## src/rtl/dmem_pkg.sv

```systemverilog
// dmem_pkg: shared types and defaults for the data-memory responder
package dmem_pkg;
   typedef enum logic [1:0] {IDLE, BUSY, ACK} state_t;
   localparam int DEF_DEPTH = 32;
   localparam int DEF_LATENCY = 4;
   localparam int IDX_W = 30;
endpackage

```

## src/rtl/dmem_array.sv

```systemverilog
// dmem_array: word storage with one synchronous write port and an asynchronous read port
module dmem_array import dmem_pkg::*; #(
   parameter int DEPTH = DEF_DEPTH,
   parameter int AW = (DEPTH > 1) ? $clog2(DEPTH) : 1
) (
   input  logic          clk_i,
   input  logic          we_i,
   input  logic [AW-1:0] waddr_i,
   input  logic [31:0]   wdata_i,
   input  logic [AW-1:0] raddr_i,
   output logic [31:0]   rdata_o
);
   logic [31:0] mem [DEPTH];
   always_ff @(posedge clk_i)
      if (we_i) mem[waddr_i] <= wdata_i;
   assign rdata_o = 32'(raddr_i) < 32'(DEPTH) ? mem[raddr_i] : '0;
endmodule

```

## src/rtl/dmem_responder.sv

```systemverilog
// dmem_responder: fixed-latency data-memory responder with alignment/range checking
module dmem_responder import dmem_pkg::*; #(
   parameter int DEPTH = DEF_DEPTH,
   parameter int LATENCY = DEF_LATENCY
) (
   input  logic        clk_i,
   input  logic        rst_i,
   input  logic        req_i,
   input  logic        we_i,
   input  logic [31:0] addr_i,
   input  logic [31:0] data_i,
   output logic        ack_o,
   output logic [31:0] data_o,
   output logic        busy_o,
   output logic        err_o
);
   localparam int AW = (DEPTH > 1) ? $clog2(DEPTH) : 1;
   state_t state;
   logic [3:0] cnt;
   logic cap_we, cap_err, req_err, commit;
   logic [AW-1:0] cap_idx;
   logic [31:0] cap_data, rdata;
   assign req_err = addr_i[1:0] != 2'b00 || 32'(addr_i[31:32-IDX_W]) >= 32'(DEPTH);
   // errored requests never reach the array, and reset aborts a pending write
   assign commit = state == ACK && cap_we && !cap_err && !rst_i;
   assign data_o = ack_o && !err_o && !cap_we ? rdata : '0;
   always_ff @(posedge clk_i) begin
      if (rst_i) begin
         state <= IDLE;
         cnt <= '0;
         cap_we <= 1'b0;
         cap_err <= 1'b0;
         cap_idx <= '0;
         cap_data <= '0;
         ack_o <= 1'b0;
         err_o <= 1'b0;
         busy_o <= 1'b0;
      end else begin
         case (state)
            IDLE: if (req_i) begin
               cap_we <= we_i;
               cap_err <= req_err;
               cap_idx <= addr_i[AW+1:2];
               cap_data <= data_i;
               cnt <= 4'(LATENCY - 1);
               busy_o <= 1'b1;
               if (LATENCY == 1) begin
                  state <= ACK;
                  ack_o <= 1'b1;
                  err_o <= req_err;
               end else state <= BUSY;
            end
            BUSY: begin
               cnt <= cnt - 4'd1;
               if (cnt == 4'd1) begin
                  state <= ACK;
                  ack_o <= 1'b1;
                  err_o <= cap_err;
               end
            end
            ACK: begin
               state <= IDLE;
               ack_o <= 1'b0;
               err_o <= 1'b0;
               busy_o <= 1'b0;
            end
            default: state <= IDLE;
         endcase
      end
   end
   dmem_array #(.DEPTH(DEPTH), .AW(AW)) u_array (
      .clk_i(clk_i),
      .we_i(commit),
      .waddr_i(cap_idx),
      .wdata_i(cap_data),
      .raddr_i(cap_idx),
      .rdata_o(rdata)
   );
endmodule

```

## config.mk

```make
export PLATFORM = sky130hd
export DESIGN_NAME = dmem_responder
export DESIGN_NICKNAME = d
export VERILOG_FILES = /design/src/rtl/dmem_pkg.sv /design/src/rtl/dmem_array.sv /design/src/rtl/dmem_responder.sv
export SDC_FILE = /design/constraint.sdc
export NUM_CORES = 1
export LEC_CHECK = 0
export BUFFER_PORTS_ARGS = -buffer_cell sky130_fd_sc_hd__buf_4
export CAP_MARGIN = 20
export CORE_MARGIN = 4
export CORE_UTILIZATION = 55
export CTS_BUF_LIST = sky130_fd_sc_hd__clkbuf_4
export CTS_CLUSTER_SIZE = 20
export DETAILED_ROUTE_END_ITERATION = 12
export GPL_TIMING_DRIVEN = 0
export HOLD_SLACK_MARGIN = 0.08
export PLACE_DENSITY = 0.73
export SLEW_MARGIN = 10
export SYNTH_ARGS = -nofsm -noshare
export SYNTH_HDL_FRONTEND = slang
export SYNTH_SLANG_ARGS = --single-unit
export TNS_END_PERCENT = 30
```

## constraint.sdc

```tcl
create_clock -name clk_i -period 2.98 [get_ports clk_i]
set_input_delay 0.149 -clock clk_i [delete_from_list [all_inputs] [get_ports clk_i]]
set_output_delay 0.149 -clock clk_i [all_outputs]
set_load 0.02 [all_outputs]
```

==> impl_metrics.tcl, run 1 <==
set metrics [dict create \
    worstPathCellList "buf_12 -> buf_16 -> buf_16 -> mux4_2 -> o2111ai_4 -> a31oi_4 -> buf_6" \
    remaining_drc_errors 0 \
    grt_max_degree 34 \
    power.switching_w 0.00719 \
    slew_viol_final 0 \
    grt_pass1_vias 24400 \
    tightest_slew_ns 1.30 \
    vias 23300 \
    synth_cell_types 45 \
    area_growth_pct 25.2 \
    crit_path_top_delay_cell "mux4_2" \
    grt_pass1_wl_microns 157000 \
    antenna_found_initial 1 \
    syn_inst 1936 \
    arrival_ns 3.26 \
    gp_congestion 0.818 \
    endpoint_kind "output pin" \
    reg2reg_slack_ns 0.06 \
    yosysSeqAreaShare 0.773 \
    min_path_type "input port to register" \
    cap_violations 0 \
    yosysTopAreaCell "edfxtp_1" \
    dp_hpwl_microns 64000 \
    path_delay_family "buffers and inverters" \
    synth_area_leaders "edfxtp_1, mux4_2, mux2i_1" \
    start_kind "register" \
    slew_headroom 0.133 \
    cts_buffers 281 \
    irDropWorstVdd_mv 0.295 \
    io_buffers 102 \
    dr.pass1.iters 8 \
    setup_tns_ns -11.35 \
    placementRows 100 \
    syn_area_sq_um 41100 \
    ys_seq_elements 1077 \
    drtIter0Drc 2515 \
    clk_pin_slew_ns 0.06 \
    gr-total-overflow 0 \
    vias_per_cell 6.29 \
    cellPowerDensity_nw_per_um2 611 \
    layout.nets 2628 \
    grt_usage 0.276 \
    cts_tree "yes" \
    crit_buf_inv 4 \
    initial_core_util 0.554 \
    violations "negative setup slack" \
    die_area_sq_um 79300 \
    htree_levels 5 \
    setup_viol 32 \
    die_w_microns 282 \
    p_int_w 0.0243 \
    switching_share 0.228 \
    fin_ws_ns -0.430 \
    crit_type "register to output pin" \
    yosys_warnings 0 \
    critPathMaxFanout 10 \
    clk_path_buf_depth 4 \
    crit_end "data_o[28]" \
    max_stage_delay_ns 0.58 \
    holdWs_ns 0.288 \
    synth_area_per_cell_sq_um 21.3 \
    fmaxAchievable_mhz 293 \
    drive_gt1_frac 0.405 \
    ios 103 \
    yosysTopAreaCellShare 0.747 \
    fin_crit_sh 1.14 \
    combPwrFrac 0.079 \
    reg2reg_from "state[0]$_SDFFE_PP0P_" \
    power_frac_seq 0.533 \
    clock_latency_ns 1.10 \
    worstRegToRegCells 6 \
    crit_required_ns 2.83 \
    status "complete, but fails checks" \
    final.setup_skew_ns 0.0699 \
    cts_sinks 1077 \
    n_fill_cell 4392 \
    die_y_microns 282 \
    rr_endpoint "u_array.mem[13][8]$_DFFE_PP_" \
    wl_microns 110000 \
    cts_root_buffer "clkbuf_4" \
    ant_nets 0 \
    leakagePower_nw 17.1 \
    rsz0062_at_grt "yes" \
    period_minus_slack_ns 3.41 \
    core_area_sq_um 74300 \
    syn_nets 2006 \
    drt-wirelength-per-cell_microns 29.8 \
    clockPowerShare 0.387 \
    final-hold-violation-count 0 \
    path_depth 7 \
    timing.critical_path.mode_cell "buf_16" \
]
worst min-delay path by stage:
stage	to	slack [ns]	from	cells past startpoint
2_1_floorplan	cap_we$_SDFFE_PP0P_	0.28	we_i	2
3_3_place_gp	cap_data[16]$_SDFFE_PP0P_	0.40	data_i[16]	3
3_5_place_dp	cap_data[22]$_SDFFE_PP0P_	0.41	data_i[22]	3
4_1_cts	ack_o$_SDFFE_PP0P_	0.09	rst_i	4
5_1_grt	register	0.26	rst_i	4
6_report	cap_idx[1]$_SDFFE_PP0P_	0.29	rst_i	4
timing repair:
| action | CTS | global route |
|---|---|---|
| endpoints found under the setup margin | 626 | 220 |
| pin swaps | 41 | 32 |
| buffers inserted | 12 | 8 |
| hold endpoints to repair | 502 | 0 |
| gates cloned | 5 | 2 |
| gates resized for setup | 305 | 79 |
| hold buffers | 150 | 0 |
metal layers:
metal / part of all wire / vias to the layer above / global-route usage
met3: 0.099 / 212 / 0.0719
li1: - / 9542 / -
met1: 0.36 / 12000 / 0.361
met5: 0 / - / 0
met2: 0.51 / 1481 / 0.461
met4: 0.026 / 0 / 0.0922
layout by cell type, fill, tap and decap left out, types with 5 or more instances in the layout:
| cell type | n |
|---|---|
| a21oi_1 | 43 |
| mux2i_1 | 99 |
| buf_2 | 5 |
| o21ai_2 | 9 |
| clkbuf_4 | 411 |
| o21ai_1 | 14 |
| clkbuf_1 | 16 |
| a22oi_2 | 16 |
| a221o_2 | 10 |
| a31oi_4 | 13 |
| clkbuf_2 | 13 |
| a221oi_1 | 6 |
| clkinv_1 | 38 |
| mux2i_2 | 14 |
| mux2i_4 | 15 |
| a221oi_2 | 9 |
| dlygate4sd3_1 | 149 |
| nor4_1 | 6 |
| edfxtp_1 | 1024 |
| a221oi_4 | 10 |
| buf_4 | 112 |
| buf_8 | 41 |
| a31oi_2 | 14 |
| a221o_1 | 22 |
| a31oi_1 | 5 |
| dfxtp_1 | 44 |
| a22oi_1 | 17 |
| buf_16 | 29 |
| buf_6 | 32 |
| nand2_1 | 101 |
| nor2_4 | 34 |
| buf_12 | 43 |
| nor2_1 | 6 |
| nor2b_1 | 5 |
| mux4_2 | 224 |
| dfxtp_2 | 8 |
tightest hold or removal path, delay by kind of cell:
family / cells / cell delay (ns)
buffers and inverters: 3 / 0.97
AO/OA/AOI/OAI: 1 / 0.21
sequential cells by signal, summed over array words and instances (netlist names), named ones only:
signal       cells
cap_data        32
err_o            1
cnt              4
u_array.mem   1024
ack_o            1
cap_we           1
cap_idx          5
cap_err          1
state            2
busy_o           1
power by group through the flow:
stage | Clock (W) | Sequential [W] | Combinational (W)
2_1_floorplan | 0 | 0.0171 | 0.00104
3_3_place_gp | 0 | 0.0172 | 0.00157
3_5_place_dp | 0 | 0.0173 | 0.00164
4_1_cts | 0.0123 | 0.0169 | 0.00211
5_1_grt | 0.0132 | 0.0168 | 0.00259
6_report | 0.0122 | 0.0168 | 0.00249
synth_stat cells (all sizes together):
cell     instances
edfxtp        1024
mux4           224
mux2i          128
nand2          102
buf             77
dfxtp           53
a21oi           43
clkbuf          42
nor2            41
a22oi           33
a221o           32
a31oi           32
a221oi          25
o21ai           25
o2111ai          8
nor4             6
nor2b            5
inv              4
nand3            3
nor3             3
nor3b            3
or3b             3
and2             2
ha               2
nand2b           2
o21bai           2
a211oi           1
a21o             1
a22o             1
and2b            1
mux2             1
nand4            1
nand4bb          1
nor4b            1
o211ai           1
o31a             1
or2              1
or4b             1
cells by family after synthesis:
kind of cell	Yosys count	share of synthesized area
DFF	1077	0.773
adders and majority gates	2	0.000608
buffers and inverters	123	0.0182
AOI/OAI and AO/OA	205	0.0355
muxes	353	0.154
and+or+nand+nor	176	0.0185
cell type report:
cell class	instances	area, sq um	share of cell area
Tap cell	969	1210	0.0235
Sequential cell	1077	31800	0.618
Multi-Input combinational cell	738	9870	0.192
Antenna cell	2	5.00	0.0000971
Clock buffer	403	3030	0.0587
Timing Repair Buffer	339	3960	0.0768
Inverter	4	18.8	0.000364
Clock inverter	49	293	0.00568
Buffer	117	1310	0.0254
stage by stage:
stage	std cells	power, W	utilization	setup slack [ns]	instance area (sq um)
after global placement	3007	0.0188	0.580	-2.06	43100
final	3698	0.0315	0.693	-0.430	51500
after CTS	3663	0.0313	0.681	-0.497	50600
after detailed placement	3046	0.0189	0.596	-0.262	44300
after global routing	3697	0.0326	0.693	-0.535	51500
after floorplan	1936	0.0182	-	0.0443	41100
Power figures use the tool's default switching activity.
==> run 2: changes to the inputs <==
- CORE_UTILIZATION: 55 -> 58
- PLACE_DENSITY: 0.73 -> 0.77
==> impl_metrics.tcl, run 2 (same netlist as run 1, synthesis figures left out) <==
set metrics [dict create \
    status "complete, but fails checks" \
    violations "negative setup slack" \
    final_common_cell "edfxtp_1" \
    die_w_microns 274 \
    drtIter0Drc 3096 \
    remaining_drc_errors 0 \
    arrival_ns 3.37 \
    period_minus_slack_ns 3.52 \
    setup_viol 72 \
    reg_top3 "u_array.mem: 1024 flops, cap_data: 32 flops, cap_idx: 5 flops" \
    cts_tree "yes" \
    rr_endpoint "u_array.mem[21][16]$_DFFE_PP_" \
    endpoint_kind "output pin" \
    finalPower_w 0.0314 \
    fmaxAchievable_mhz 284 \
    whs_path_depth 6 \
    drive_gt1_frac 0.393 \
    cts_buffers 276 \
    initial_core_util 0.587 \
    io_buffers 102 \
    htree_levels 5 \
    grt_pass1_wl_microns 161000 \
    worstRegToRegCells 6 \
    min_path_type "input port to register" \
    setup_tns_ns -15.29 \
    largest_reg_flops 1024 \
    area_growth_pct 23.5 \
    vias_per_cell 6.64 \
    crit_type "register to output pin" \
    cts_root_buffer "clkbuf_4" \
    final_cell_mix "edfxtp_1, clkbuf_4, mux4_2" \
    rsz0062_at_grt "yes" \
    slew_headroom 0.189 \
    critPathMaxFanout 10 \
    dr.pass1.iters 6 \
    slew_viol_final 0 \
    top_register "u_array.mem" \
    fin_ws_ns -0.540 \
    grt_pass1_vias 24700 \
    final.setup_skew_ns 0.101 \
    reg2reg_slack_ns -0.11 \
    fin_util 0.724 \
    drt-wirelength-per-cell_microns 31.9 \
    gr-total-overflow 0 \
    crit_buf_inv 2 \
    clk_path_buf_depth 4 \
    start_kind "register" \
    cellPowerDensity_nw_per_um2 619 \
    dp_hpwl_microns 64600 \
    instances_no_fill 3628 \
    die_y_microns 274 \
    ios 103 \
    leakagePower_nw 16.8 \
    crit_path_top_delay_cell "mux4_2" \
    placedCellCount 3014 \
    ant_nets 0 \
    wl_microns 116000 \
    vias 24100 \
    die_area_sq_um 75300 \
    tightest_slew_ns 1.22 \
    fin_crit_sh 1.18 \
    grt_usage 0.299 \
    irDropWorstVdd_mv 0.500 \
    cts_sinks 1077 \
    placementRows 97 \
    cap_violations 0 \
    worstHoldStart "addr_i[9]" \
    crit_required_ns 2.83 \
    max_stage_delay_ns 0.56 \
    min_to "cap_err$_SDFFE_PP0P_" \
    path_depth 6 \
    path_delay_family "multiplexers" \
    grt_max_degree 34 \
    worstPathCellList "buf_6 -> mux4_2 -> mux2i_1 -> a221o_1 -> a31oi_1 -> buf_4" \
    gp_congestion 0.832 \
    final-hold-violation-count 0 \
    clk_pin_slew_ns 0.11 \
    layout.nets 2593 \
    core_area_sq_um 70100 \
    reg2reg_from "state[0]$_SDFFE_PP0P_" \
    clock_latency_ns 1.15 \
    antenna_found_initial 2 \
]
## run 2: cell types whose count changed in the layout (fill, tap and decap cells not counted), moves of 5 or more
cell	delta
buf_8	-9
dlygate4sd3_1	-11
a31oi_4	-6
clkbuf_4	-16
buf_4	-5
## run 2: layout make-up
cell class	count	area [sq um]
clock buffers	389	2920
plain buffers	115	1290
multi-input cells	736	9650
clock inverters	52	304
flip-flops and latches	1077	31800
diodes	2	5.00
fillers	3870	19400
repair buffers	313	3600
inverters	4	15.0
well taps	940	1180
## run 2: worst min-delay path, stage by stage
cell and delay (ns):
buf_4 0.08, nor4_1 0.05, nand4_1 0.11, o21ai_1 0.09, dlygate4sd3_1 0.55, a21oi_1 0.23
## run 2: worst max-delay path by stage
stage,end,from
floorplan,u_array.mem[28][0]$_DFFE_PP_,state[0]$_SDFFE_PP0P_
global placement,u_array.mem[31][25]$_DFFE_PP_,state[0]$_SDFFE_PP0P_
detailed placement,u_array.mem[31][27]$_DFFE_PP_,state[0]$_SDFFE_PP0P_
CTS,data_o[14],register
global route,data_o[28],register
finish,data_o[16],register
## run 2: stage by stage
step	cell area [sq um]	hold WS (ns)	setup WS (ns)
detailed placement	44200	0.406	-0.221
CTS	50000	0.179	-0.491
global route	50800	0.148	-0.557
global placement	43100	0.400	-2.08
finish	50800	0.172	-0.540
floorplan	41100	0.285	0.0443
## run 2: metal layers
metal / track usage / vias to the layer above / part of all wire
met1: 0.388 / 12300 / 0.34
met3: 0.0714 / 374 / 0.11
met2: 0.499 / 2011 / 0.52
met5: 0 / - / 0
li1: - / 9440 / -
met4: 0.113 / 0 / 0.037
## run 2: what timing repair did
action | CTS | global route
endpoints found under the hold margin | 500 | 0
cloned | 1 | 2
buffers inserted | 5 | 9
hold buffers | 139 | 0
resized for setup | 281 | 65
pin swaps | 32 | 26
endpoints found under the setup margin | 543 | 265
## run 2: report_power, final
group          leakage (nW)  switching [W]  internal, W
logic                  4.68        0.00130      0.00107
registers              10.2       0.000190       0.0166
clock network          1.94        0.00594      0.00631
total                  16.8        0.00743       0.0240
